### config.mk
export PLATFORM = sky130hd
export DESIGN_NAME = ravenoc_link_slice
export DESIGN_NICKNAME = d
export VERILOG_FILES = /design/src/rtl/ravenoc_link_slice.sv
export SDC_FILE = /design/constraint.sdc
export NUM_CORES = 1
export LEC_CHECK = 0
export ABC_AREA = 1
export BUFFER_PORTS_ARGS = -buffer_cell sky130_fd_sc_hd__buf_2
export CAP_MARGIN = 20
export CORE_UTILIZATION = 44
export CTS_BUF_LIST = sky130_fd_sc_hd__clkbuf_4 sky130_fd_sc_hd__clkbuf_8
export CTS_CLUSTER_SIZE = 10
export DETAILED_ROUTE_END_ITERATION = 7
export PLACE_DENSITY = 0.67
export SYNTH_ARGS = -nofsm -noshare
export SYNTH_HDL_FRONTEND = slang
export SYNTH_SLANG_ARGS = --single-unit
export TNS_END_PERCENT = 20
### constraint.sdc
create_clock -name clk_noc -period 2.5 [get_ports clk_noc]
set_clock_uncertainty 0.15 [all_clocks]
set_input_delay 0.5 -clock clk_noc [delete_from_list [all_inputs] [get_ports clk_noc]]
set_output_delay 0.5 -clock clk_noc [all_outputs]
set_load 0.005 [all_outputs]
### src/rtl/ravenoc_link_slice.sv
`timescale 1ns/1ps
`default_nettype none
// +--------------------------------------------------------------------------+
// | ravenoc_link_slice: 2-entry elastic skid stage for one NoC link, with a  |
// | framing checker. Optional stats via RAVENOC_LINK_STATS_EN.  Rev 1.0      |
// +--------------------------------------------------------------------------+
module ravenoc_link_slice #(
  parameter int FLIT_WIDTH = 34,
  parameter int CNT_WIDTH  = 16
) (
  input  logic                  clk_noc,
  input  logic                  arst_noc,
  input  logic                  recv_valid,
  input  logic [FLIT_WIDTH-1:0] recv_flit,
  output logic                  recv_ready,
  output logic                  send_valid,
  output logic [FLIT_WIDTH-1:0] send_flit,
  input  logic                  send_ready,
  output logic                  frame_err
`ifdef RAVENOC_LINK_STATS_EN
  ,
  output logic [CNT_WIDTH-1:0]  flit_cnt,
  output logic [CNT_WIDTH-1:0]  pkt_cnt
`endif
);

  typedef enum logic [1:0] {
    FT_HEAD      = 2'b00,
    FT_BODY      = 2'b01,
    FT_TAIL      = 2'b10,
    FT_HEAD_TAIL = 2'b11
  } flit_type_e;

  typedef enum logic {
    ST_IDLE   = 1'b0,
    ST_IN_PKT = 1'b1
  } state_e;

  logic [FLIT_WIDTH-1:0] mem_q [0:1];
  logic                  head_q, head_d;
  logic                  tail_q, tail_d;
  logic [1:0]            count_q, count_d;
  logic                  recv_ready_q;
  logic                  send_valid_q;
  logic                  frame_err_q;
  state_e                state_q;
  logic                  w_push, w_pop;
  flit_type_e            w_in_type;

  assign w_push    = recv_valid & recv_ready_q;
  assign w_pop     = send_valid_q & send_ready;
  assign w_in_type = flit_type_e'(recv_flit[FLIT_WIDTH-1 -: 2]);

  always_comb begin
    head_d  = head_q ^ w_pop;
    tail_d  = tail_q ^ w_push;
    count_d = count_q + {1'b0, w_push} - {1'b0, w_pop};
  end

  // Ready/valid are decoded from the next count so both leave the stage as flops.
  always_ff @(posedge clk_noc) begin
    if (arst_noc) begin
      mem_q[0]     <= '0;
      mem_q[1]     <= '0;
      head_q       <= 1'b0;
      tail_q       <= 1'b0;
      count_q      <= 2'd0;
      recv_ready_q <= 1'b1;
      send_valid_q <= 1'b0;
    end else begin
      if (w_push) mem_q[tail_q] <= recv_flit;
      head_q       <= head_d;
      tail_q       <= tail_d;
      count_q      <= count_d;
      recv_ready_q <= (count_d != 2'd2);
      send_valid_q <= (count_d != 2'd0);
    end
  end

  always_ff @(posedge clk_noc) begin
    if (arst_noc) begin
      state_q     <= ST_IDLE;
      frame_err_q <= 1'b0;
    end else if (w_push) begin
      case (state_q)
        ST_IDLE: begin
          case (w_in_type)
            FT_HEAD:      state_q <= ST_IN_PKT;
            FT_HEAD_TAIL: state_q <= ST_IDLE;
            default:      frame_err_q <= 1'b1;
          endcase
        end
        default: begin
          case (w_in_type)
            FT_BODY: state_q <= ST_IN_PKT;
            FT_TAIL: state_q <= ST_IDLE;
            FT_HEAD: begin
              frame_err_q <= 1'b1;
              state_q     <= ST_IN_PKT;
            end
            default: begin
              frame_err_q <= 1'b1;
              state_q     <= ST_IDLE;
            end
          endcase
        end
      endcase
    end
  end

  assign recv_ready = recv_ready_q;
  assign send_valid = send_valid_q;
  assign send_flit  = mem_q[head_q];
  assign frame_err  = frame_err_q;

`ifdef RAVENOC_LINK_STATS_EN
  logic [CNT_WIDTH-1:0] flit_cnt_q;
  logic [CNT_WIDTH-1:0] pkt_cnt_q;

  // Tail and head_tail both have the top type bit set.
  always_ff @(posedge clk_noc) begin
    if (arst_noc) begin
      flit_cnt_q <= '0;
      pkt_cnt_q  <= '0;
    end else if (w_pop) begin
      if (flit_cnt_q != '1) flit_cnt_q <= flit_cnt_q + CNT_WIDTH'(1);
      if (send_flit[FLIT_WIDTH-1] && (pkt_cnt_q != '1)) pkt_cnt_q <= pkt_cnt_q + CNT_WIDTH'(1);
    end
  end

  assign flit_cnt = flit_cnt_q;
  assign pkt_cnt  = pkt_cnt_q;
`endif

endmodule
`default_nettype wire
Word-level counts from Yosys, hierarchy flattened
Memory sizes are Yosys's and may differ from the RTL's. A register that Yosys moved wholly into a read port is not among the register bits.
Cells that the tools add are included.
Widths: inputs -> output; s select.
{"block": "word_totals", "ff_bits": 8, "ram_bits": 68, "output_inout_bits": 37, "n_memories": 1}
{"block": "op_classes", "add_sub_neg": 2, "eq_ne": 6, "mux": 15, "n_bitwise": 4, "reduce_logical": 7}
{"memory": "mem_q", "words": 2, "width": 34, "read_ports": 1, "rd_ports_with_merged_regs": 1, "write_ports": 2, "line": "39", "rtl": "logic [FLIT_WIDTH-1:0] mem_q [0:1];"}
{"operator": "$mux 34", "count": 1}
{"operator": "$reduce_or 34->1", "count": 1}
{"operator": "$mux 1", "count": 14}
{"operator": "$reduce_or 2->1", "count": 3}
{"operator": "$eq 2x2->1 const B", "count": 2}
{"operator": "$ne 2x2->1 const B", "count": 2}
{"operator": "$reduce_and 3->1", "count": 1}
{"operator": "$add 2x1->2", "count": 1}
{"operator": "$and 1x1->1", "count": 2}
{"operator": "$eq 2x1->1 const B", "count": 1}
{"operator": "$logic_not 2->1", "count": 1}
{"operator": "$ne 2x1->1 const B", "count": 1}
{"operator": "$reduce_bool 2->1", "count": 1}
{"operator": "$sub 2x1->2", "count": 1}
{"operator": "$xor 1x1->1", "count": 2}

Logic depth before layout (Yosys ltp)
Gate-level depths: netlist (run 1).
{"block": "logic_depth", "ltp_word": 6, "depth_mapped": 11, "depth_no_buf": 11}

Worst setup path after synthesis (run 1)
No wires, ideal clock.
{"block": "synth_path", "kind": "input to register", "startpoint": "input port recv_valid", "endpoint": "memory mem_q[0][0], enable pin", "setup_time_ns": 0.392, "t_arrival_ns": 1.691, "required_time_ns": 1.958, "setup_slack_ns": 0.267, "stages": 5, "n_path_buf": 1, "cell_sequence": "nand2_2 > nor2_2 > nand2_2 > buf_6 > nand2_1"}
{"item": "start: declaration", "line": "13", "rtl": "input logic recv_valid,"}
{"item": "end: declaration", "line": "39"}

==> flow_summary.yaml, run 1 <==
status:
  outcome: "completed"
flow_run:
  maxCapViolations: 0
drt:
  wl_per_cell_microns: 11.8
  via_per_inst: 4.49
  drcViolationCount: 0
  dr.pass1.iters: 4
  vias: 2341
  first_iter_violations: 110
  routed_wl_mm: 6.12
  ant_nets: 0
cts:
  cts-root-buf: "clkbuf_8"
  cts_resized: 0
  ctsHoldBuffers: 0
  post_cts_buffers: 0
  clockBufferDepth: 2
  clkLatencyLatePin_ns: 0.33
  cts_tree: "yes"
  cts_sinks: 76
  htreeDepth: 3
  numCtsBuffers: 9
  clk_pin_slew_worst_paths_ns: 0.08
setup_path:
  cp.arrival_ns: 1.44
  worstPathCellList: "inv_2, nand2_1, nand2_1, buf_2"
  worst-path-stages: 4
  worstPathRequired_ns: 1.85
  reg2reg_depth: 5
  crit_path_end_kind: "output pin"
  cpMostUsedCell: "nand2_1"
  cp_top_family: "buffers and inverters"
  r2r-start: "recv_ready"
  cp_slowest_cell: "inv_2"
  r2r_setup_slack_ns: 0.94
  critPathKind: "reg -> out"
  r2r_end: "mem_q[0][27]"
  crit_fanout: 36
  cp.buffers_inverters: 2
  startpoint_type: "register"
  crit_path_max_incr_delay_ns: 0.44
power_and_ir_drop:
  power.density_nw_per_um2: 834
  power.leakage_nw: 1.99
  ir_worst_vdd_v: 0.000450
floorplan:
  chipHeight_microns: 88.6
  start_util_pct: 45.5
  io_pins: 75
  die_w_microns: 88.6
  die_area_sq_um: 7860
  rows: 31
  core_area_sq_um: 7250
final_layout:
  drive_gt1_share_pct: 24.4
  antenna_cells: 0
  fillCellCount: 674
  final_util_pct: 54.9
  nets: 458
  area_delta_synth_final_pct: 20.6
  final_cell_mix: "nand2_1, buf_2, nor2_1, edfxtp_1, inv_1"
  final_common_cell: "nand2_1"
logic_synthesis:
  ys_seq_area_share_pct: 66.7
  synth-adder-area-share_pct: 1.14
  avgSynthCellArea_sq_um: 9.74
  netlist_area_sq_um: 3300
  synthMuxAreaShare_pct: 0
  synth-xor-area-share_pct: 0
  syn-instance-count: 339
  ys_ff_latch: 76
  synth_warnings: 0
  synth-simple-area-share_pct: 23.6
  synth_top_family_by_area: "simple AND/OR/NAND/NOR gates"
  syn_nets: 380
  yosysUniqueCellTypes: 16
  synth_compound_area_share_pct: 0.758
min_path:
  hold_end: "state_q"
  holdPathStages: 2
  hp-class: "in -> reg"
  hp-start: "arst_noc"
sta:
  max_freq_mhz: 478
  holdWs_ns: 0.228
  relSlewSlack_pct: 60.1
  drv_slew: 0
  rsz0062_at_grt: "false"
  timing.final.hold_violations: 0
  setup_tns_ns: 0
  setup_violations: 0
  final.min_clock_period_ns: 2.09
  worst_slew_pin_slew_ns: 0.597
  timing.final.crit_share_pct: 83.7
placement:
  portBuffers: 74
  dpl.hpwl_mm: 3.93
  gp_congestion: 0.786
grt:
  grt_pass1_vias: 2129
  grt_max_degree: 37
  grt_pass1_wl_mm: 9.60
  antenna_found_initial: 0
  track_usage_pct: 16.7
  gr-total-overflow: 0
cells in the mapped netlist:
cell	count	area share, %
buf_2	7	1.1
nand4_1	1	0.19
o21ai_0	2	0.30
nand2_1	119	14
inv_1	39	4.4
nand2_2	2	0.38
dfxtp_1	8	4.8
nor2_1	73	8.3
nand3_4	1	0.53
nand3_1	3	0.45
buf_6	6	2.0
ha_1	3	1.1
inv_2	3	0.34
a21oi_1	3	0.45
nor2_2	1	0.19
edfxtp_1	68	62
metal layers:
metal,part of all wire (%),vias up,wire length [microns],GRT usage [%]
met1,45,1077,2760,20.4
met2,50,50,3060,28.5
li1,-,1206,-,-
met4,1.7,0,103,6.30
met3,3.3,8,202,4.48
met5,0,-,0,0
registers in the layout, indices dropped and copies added, names as in the netlist:
| signal | flops |
|---|---|
| frame_err | 1 |
| mem_q | 68 |
| send_valid | 1 |
| head_q | 1 |
| tail_q | 1 |
| count_q | 2 |
| recv_ready | 1 |
| state_q | 1 |
kinds of logic after synthesis:
kind of cell             Yosys count
AND/OR/NAND/NOR                  200
adder cells (fa/ha/maj)            3
flip-flops                        76
AO/OA/AOI/OAI                      5
buffers and inverters             55
how the worst max path moves through the flow:
stage               slack [ns]        from      endpoint
global route              0.26      head_q  send_flit[2]
CTS                       0.37      head_q  send_flit[0]
detailed placement        0.67    arst_noc  mem_q[0][16]
global placement          0.70  recv_valid  mem_q[0][16]
floorplan                 0.27  recv_valid   mem_q[0][0]
finish                    0.41      head_q  send_flit[0]
metrics by stage:
stage / cells / power (W) / cell area (sq um) / setup WS (ns)
5_1_grt: 521 / 0.00351 / 3980 / 0.261
6_report: 521 / 0.00332 / 3980 / 0.408
3_3_place_gp: 505 / 0.00224 / 3740 / 0.696
2_1_floorplan: 339 / 0.00201 / 3300 / 0.267
4_1_cts: 521 / 0.00336 / 3980 / 0.366
3_5_place_dp: 505 / 0.00225 / 3740 / 0.670
layout make-up:
class / count / area (sq um) / area share [%]
timing repair buffer: 80 / 415 / 10.4
sequential: 76 / 2200 / 55.3
tap: 99 / 124 / 3.11
multi-input combinational: 208 / 841 / 21.1
clock inverter: 6 / 111 / 2.80
inverter: 42 / 158 / 3.96
clock buffer: 10 / 131 / 3.30
power by group:
group / switching [W] / internal (W) / leakage, nW
clock: 0.000435 / 0.000676 / 0.120
sequential: 0.0000492 / 0.00155 / 0.778
combinational: 0.000385 / 0.000226 / 1.09
(Power assumes the default switching activity.)
==> inputs of run 2 (changes only) <==
- clock period: 2.5 -> 2.01 ns (I/O delays scaled with it)
==> run 2 against run 1 <==
  * Core utilization rose by 0.069 points
  * Global-route usage rose by 0.68 points
  * Die area stayed put
  * First-iteration DRC count increased by 32%
==> flow_summary.yaml, run 2 (same netlist as run 1, synthesis figures left out) <==
power_and_ir_drop:
  ir_worst_vdd_v: 0.000518
  switching_share_pct: 29.2
  switching_power_w: 0.00111
  intPower_w: 0.00269
  seqPwrFrac_pct: 52.4
  power_frac_clock_pct: 26.2
  combPwrFrac_pct: 21.5
  power.density_nw_per_um2: 954
  power.leakage_nw: 1.99
setup_path:
  crit_path_end_kind: "output pin"
  critPathKind: "reg -> out"
  crit_fanout: 25
  cp.arrival_ns: 1.29
  worstPathRequired_ns: 1.46
  r2r-start: "recv_ready"
  startpoint_type: "register"
  r2r_end: "send_valid"
  reg2reg_depth: 11
  r2r_setup_slack_ns: 0.44
drt:
  ant_nets: 0
  via_per_inst: 4.47
  drcViolationCount: 0
  vias: 2344
  routed_wl_mm: 6.29
  dr.pass1.iters: 4
  wl_per_cell_microns: 12.0
  first_iter_violations: 145
placement:
  dpl.hpwl_mm: 4.34
  gp_congestion: 0.775
  placed_cells: 508
  post-place-ws_ns: 0.246
  portBuffers: 74
  post_dp_cell_area_sq_um: 3820
final_layout:
  fin_cells: 524
  largestRegisters: "mem_q x68, count_q x2"
  fillCellCount: 687
  area_delta_synth_final_pct: 20.7
  top_register: "mem_q"
  ff_latch_area_sq_um: 2200
  largest_register_ffs: 68
  drive_gt1_share_pct: 25.2
  final_util_pct: 55.0
  final_common_cell: "nand2_1"
  final_cell_mix: "nand2_1, buf_2, nor2_1, edfxtp_1, inv_1"
  nets: 461
  antenna_cells: 0
  fin_area_sq_um: 3990
  multi_input_area_sq_um: 846
grt:
  grt_max_degree: 35
  grt_pass1_wl_mm: 10.1
  track_usage_pct: 17.4
  grt_pass1_vias: 2298
  antenna_found_initial: 0
  gr-total-overflow: 0
sta:
  setup_tns_ns: 0
  setup_ws_ns: 0.171
  max_freq_mhz: 544
  timing.final.crit_share_pct: 91.5
  worst_slew_pin_slew_ns: 0.216
  timing.final.hold_violations: 0
  drv_slew: 0
  relSlewSlack_pct: 85.6
  final.min_clock_period_ns: 1.84
  setup_violations: 0
  rsz0062_at_grt: "false"
min_path:
  hold_end: "state_q"
  hp-class: "in -> reg"
  hp-start: "arst_noc"
  holdPathStages: 2
cts:
  numCtsBuffers: 9
  clkLatencyLatePin_ns: 0.34
  clk_pin_slew_worst_paths_ns: 0.08
  clockBufferDepth: 2
  cts-root-buf: "clkbuf_8"
  htreeDepth: 3
  cts_sinks: 76
  cts_tree: "yes"
flow_run:
  maxCapViolations: 0
floorplan:
  die_w_microns: 88.6
  chipHeight_microns: 88.6
  start_util_pct: 45.5
  io_pins: 75
  rows: 31
  die_area_sq_um: 7860
  core_area_sq_um: 7250
status:
  outcome: "completed"
[run 2: cell types whose count changed in the layout (fill, tap and decap cells not counted), sizes merged]
cell,previous run,this run
buf,80,83
bufinv,3,0
clkbuf,10,9
clkinv,1,6
inv,43,42
[run 2: worst max-delay path by stage]
| stage | from | to | cells past startpoint |
|---|---|---|---|
| after floorplan | recv_valid | mem_q[1][0] | 5 |
| after global placement | recv_valid | send_valid | 12 |
| after detailed placement | recv_valid | send_valid | 12 |
| after CTS | head_q | send_flit[33] | 5 |
| after global routing | head_q | send_flit[33] | 5 |
| final | head_q | send_flit[33] | 5 |
[run 2: layer usage]
metal  part of all wire (%)  up-vias  wire [microns]  GRT usage, %
li1                       -     1215               -             -
met1                     42     1060            2610          20.6
met2                     52       62            3290          30.6
met3                    4.7        7             297          4.38
met4                    1.5        0              93          6.60
met5                      0        -               0             0
[run 2: power by group through the flow]
stage               clock, W  combinational, W  sequential (W)
global placement           0          0.000808         0.00202
global route         0.00108          0.000942         0.00201
floorplan                  0          0.000484         0.00201
finish              0.000994          0.000816         0.00199
detailed placement         0          0.000833         0.00203
CTS                  0.00102          0.000836         0.00199
[run 2: metrics by stage]
step	hold WS [ns]	power [W]
3_3_place_gp	0.308	0.00283
5_1_grt	0.123	0.00403
2_1_floorplan	0.307	0.00250
3_5_place_dp	0.309	0.00286
6_report	0.121	0.00380
4_1_cts	0.115	0.00385
[run 2: worst max-delay path, stage by stage, from the launching register on]
cell,delay (ns)
dfxtp_1,0.34
inv_4,0.14
buf_12,0.18
nand2_1,0.07
nand2_1,0.09
buf_2,0.12
[run 2: cell type report]
cell class,instances,share of cell area [%]
Clock buffer,9,3.11
Clock inverter,7,1.10
Inverter,42,4.02
Multi-Input combinational cell,208,21.2
Sequential cell,76,55.2
Tap cell,99,3.11
Timing Repair Buffer,83,12.2
[run 2: timing repair]
item | 4_1_cts | 5_1_grt
buffers inserted | 0 | 0
setup endpoints to repair | 0 | 1
gates resized for setup | 0 | 1
hold buffers | 0 | 0
==> inputs of run 3 (changes only) <==
- ABC_AREA: 1 -> not set
- REMOVE_ABC_BUFFERS: not set -> 1
==> run 3 against run 2 <==
  * Synthesized cell count down 34%
  * Highest routed layer unchanged
  * Register-to-register slack worse by 0.35 ns
  * Global-route usage down 2.3 points
  * Worst setup slack worse by 0.093 ns
  * Total power up 18%
  * Combinational power up 36%
  * Sequential share of layout area down 1.9 points
  * Via count down 15%
  * Sequential cell count unchanged
==> flow_summary.yaml, run 3 <==
final_layout:
  fillCellCount: 608
  largestRegisters: "mem_q x68, count_q x2"
  antenna_cells: 0
  top_register: "mem_q"
  final_cell_mix: "buf_2, edfxtp_1, and2_1, mux2_2, buf_4"
  drive_gt1_share_pct: 46.2
  final_util_pct: 57.0
  area_delta_synth_final_pct: 25.5
  nets: 352
  final_common_cell: "buf_2"
  largest_register_ffs: 68
logic_synthesis:
  synth.area.top_cells: "edfxtp_1, and2_1, mux2_2"
  synth_compound_area_share_pct: 1.22
  yosysUniqueCellTypes: 25
  synth_top_family_by_area: "simple AND/OR/NAND/NOR gates"
  async_flop_share_pct: 0
  synth_most_common_cell: "edfxtp_1"
  ys_ff_latch: 76
  avgSynthCellArea_sq_um: 14.8
  synth_top_area_share_pct: 62.0
  yosysTopAreaCell: "edfxtp_1"
  synth-xor-area-share_pct: 1.33
  synth_warnings: 0
  syn-instance-count: 223
  synthMuxAreaShare_pct: 11.6
  ys_seq_area_share_pct: 66.8
  synthFlopType: "edfxtp_1"
  synth_edf_count: 68
  netlist_area_sq_um: 3290
  yosys-top-cells-count: "edfxtp_1, and2_1, mux2_2"
  synth-simple-area-share_pct: 15.8
  synth-adder-area-share_pct: 1.14
drt:
  vias: 1982
  drcViolationCount: 0
  first_iter_violations: 44
  ant_nets: 0
  dr.pass1.iters: 4
  routed_wl_mm: 5.64
  via_per_inst: 4.78
  wl_per_cell_microns: 13.6
sta:
  final.min_clock_period_ns: 1.93
  drv_slew: 0
  setup_ws_ns: 0.0783
  max_freq_mhz: 518
  setup_violations: 0
  worst_slew_pin_slew_ns: 0.352
  relSlewSlack_pct: 76.5
  timing.final.hold_violations: 0
  rsz0062_at_grt: "false"
  timing.final.crit_share_pct: 96.1
power_and_ir_drop:
  intPower_w: 0.00332
  ir_worst_vdd_v: 0.000573
  power.leakage_nw: 1.75
  switching_power_w: 0.00115
  power.density_nw_per_um2: 1080
  combPwrFrac_pct: 24.8
  seqPwrFrac_pct: 47.3
  power_frac_clock_pct: 27.9
  switching_share_pct: 25.8
setup_path:
  reg2reg_depth: 6
  worstPathRequired_ns: 1.46
  r2r-start: "recv_ready"
  startpoint: "head_q"
  cp_slowest_cell: "dfxtp_2"
  crit_fanout: 13
  cp.arrival_ns: 1.38
  startpoint_type: "register"
  critPathKind: "reg -> out"
  worstPathCellList: "buf_6, mux2_2, buf_2"
  crit_path_end_kind: "output pin"
  crit_path_max_incr_delay_ns: 0.36
cts:
  clkLatencyLatePin_ns: 0.34
  cts_sinks: 76
  cts_tree: "yes"
  cts-root-buf: "clkbuf_8"
  post_cts_buffers: 0
  clk_pin_slew_worst_paths_ns: 0.08
  htreeDepth: 3
  numCtsBuffers: 9
  clockBufferDepth: 2
floorplan:
  start_util_pct: 45.4
  die_w_microns: 88.5
  chipHeight_microns: 88.5
  io_pins: 75
  rows: 31
  core_area_sq_um: 7250
  die_area_sq_um: 7840
grt:
  gr-total-overflow: 0
  antenna_found_initial: 0
  grt_pass1_vias: 1929
  grt_max_degree: 35
  track_usage_pct: 15.1
  grt_pass1_wl_mm: 8.47
placement:
  gp_congestion: 0.665
  dpl.hpwl_mm: 3.60
  post-place-ws_ns: -0.154
  portBuffers: 74
min_path:
  hp-class: "in -> reg"
  holdPathStages: 2
  hp-start: "recv_flit[8]"
status:
  outcome: "completed"
flow_run:
  maxCapViolations: 0
## run 3: cell count changes in the layout (fill, tap and decap cells not counted), sizes merged, moves of 3 or more
cell   change
and2      +67
xor2       +3
inv       -39
buf        +5
nor2      -70
nand3      -4
nand2    -118
mux2      +34
## run 3: final timing paths
kind	endpoint	slack, ns
setup / recovery	send_flit[32]	0.08
hold / removal	mem_q[0][8]	0.19
setup reg to reg	recv_ready	0.09
hold reg to reg	frame_err	0.34
## run 3: cell families (layout without fill, tap and decap cells)
family                     count (synthesis)  after routing
muxes                                     34             34
DFF                                       76             76
adders and majority gates                  3              3
AOI/OAI and AO/OA                          7              7
xor gates and xnor gates                   5              5
and+or+nand+nor                           83             83
buffers and inverters                     15            108
## run 3: power groups by stage
stage / clock network [W] / logic (W) / registers (W)
5_1_grt: 0.00132 / 0.00123 / 0.00215
3_5_place_dp: 0 / 0.00110 / 0.00215
3_3_place_gp: 0 / 0.00109 / 0.00214
6_report: 0.00125 / 0.00111 / 0.00211
2_1_floorplan: 0 / 0.000567 / 0.00217
4_1_cts: 0.00127 / 0.00111 / 0.00211
## run 3: area by class of cell
type	count	area, sq um	share of cell area [%]
Tap cell	99	124	3.00
Inverter	3	11.3	0.272
Clock buffer	9	124	3.00
Sequential cell	76	2200	53.3
Timing Repair Buffer	89	529	12.8
Multi-Input combinational cell	132	1050	25.4
Clock inverter	7	91.3	2.21
## run 3: metal layers
metal | share of wire [%] | global-route usage (%)
met3 | 6.3 | 5.13
met1 | 40 | 15.7
met2 | 52 | 26.9
met5 | 0 | 0
met4 | 2.4 | 8.06
## run 3: repair_timing
item                       4_1_cts  5_1_grt
hold buffers                     0        0
setup endpoints to repair        0       13
gates resized for setup          0        2
## run 3: critical path, delay by kind of cell (launching register included)
kind	cells	cell delay (ns)
flops	1	0.36
mux	1	0.36
buf+inv	2	0.31
## run 3: stage by stage
stage / cell area [sq um] / power, W / instances / hold WS (ns) / setup TNS (ns)
after floorplan: 3240 / 0.00274 / 211 / 0.305 / -30.06
after global placement: 3880 / 0.00322 / 398 / 0.303 / -0.648
after detailed placement: 3880 / 0.00325 / 398 / 0.325 / -1.83
after CTS: 4100 / 0.00449 / 414 / 0.179 / 0
after global routing: 4130 / 0.00470 / 415 / 0.181 / 0
final: 4130 / 0.00447 / 415 / 0.189 / 0
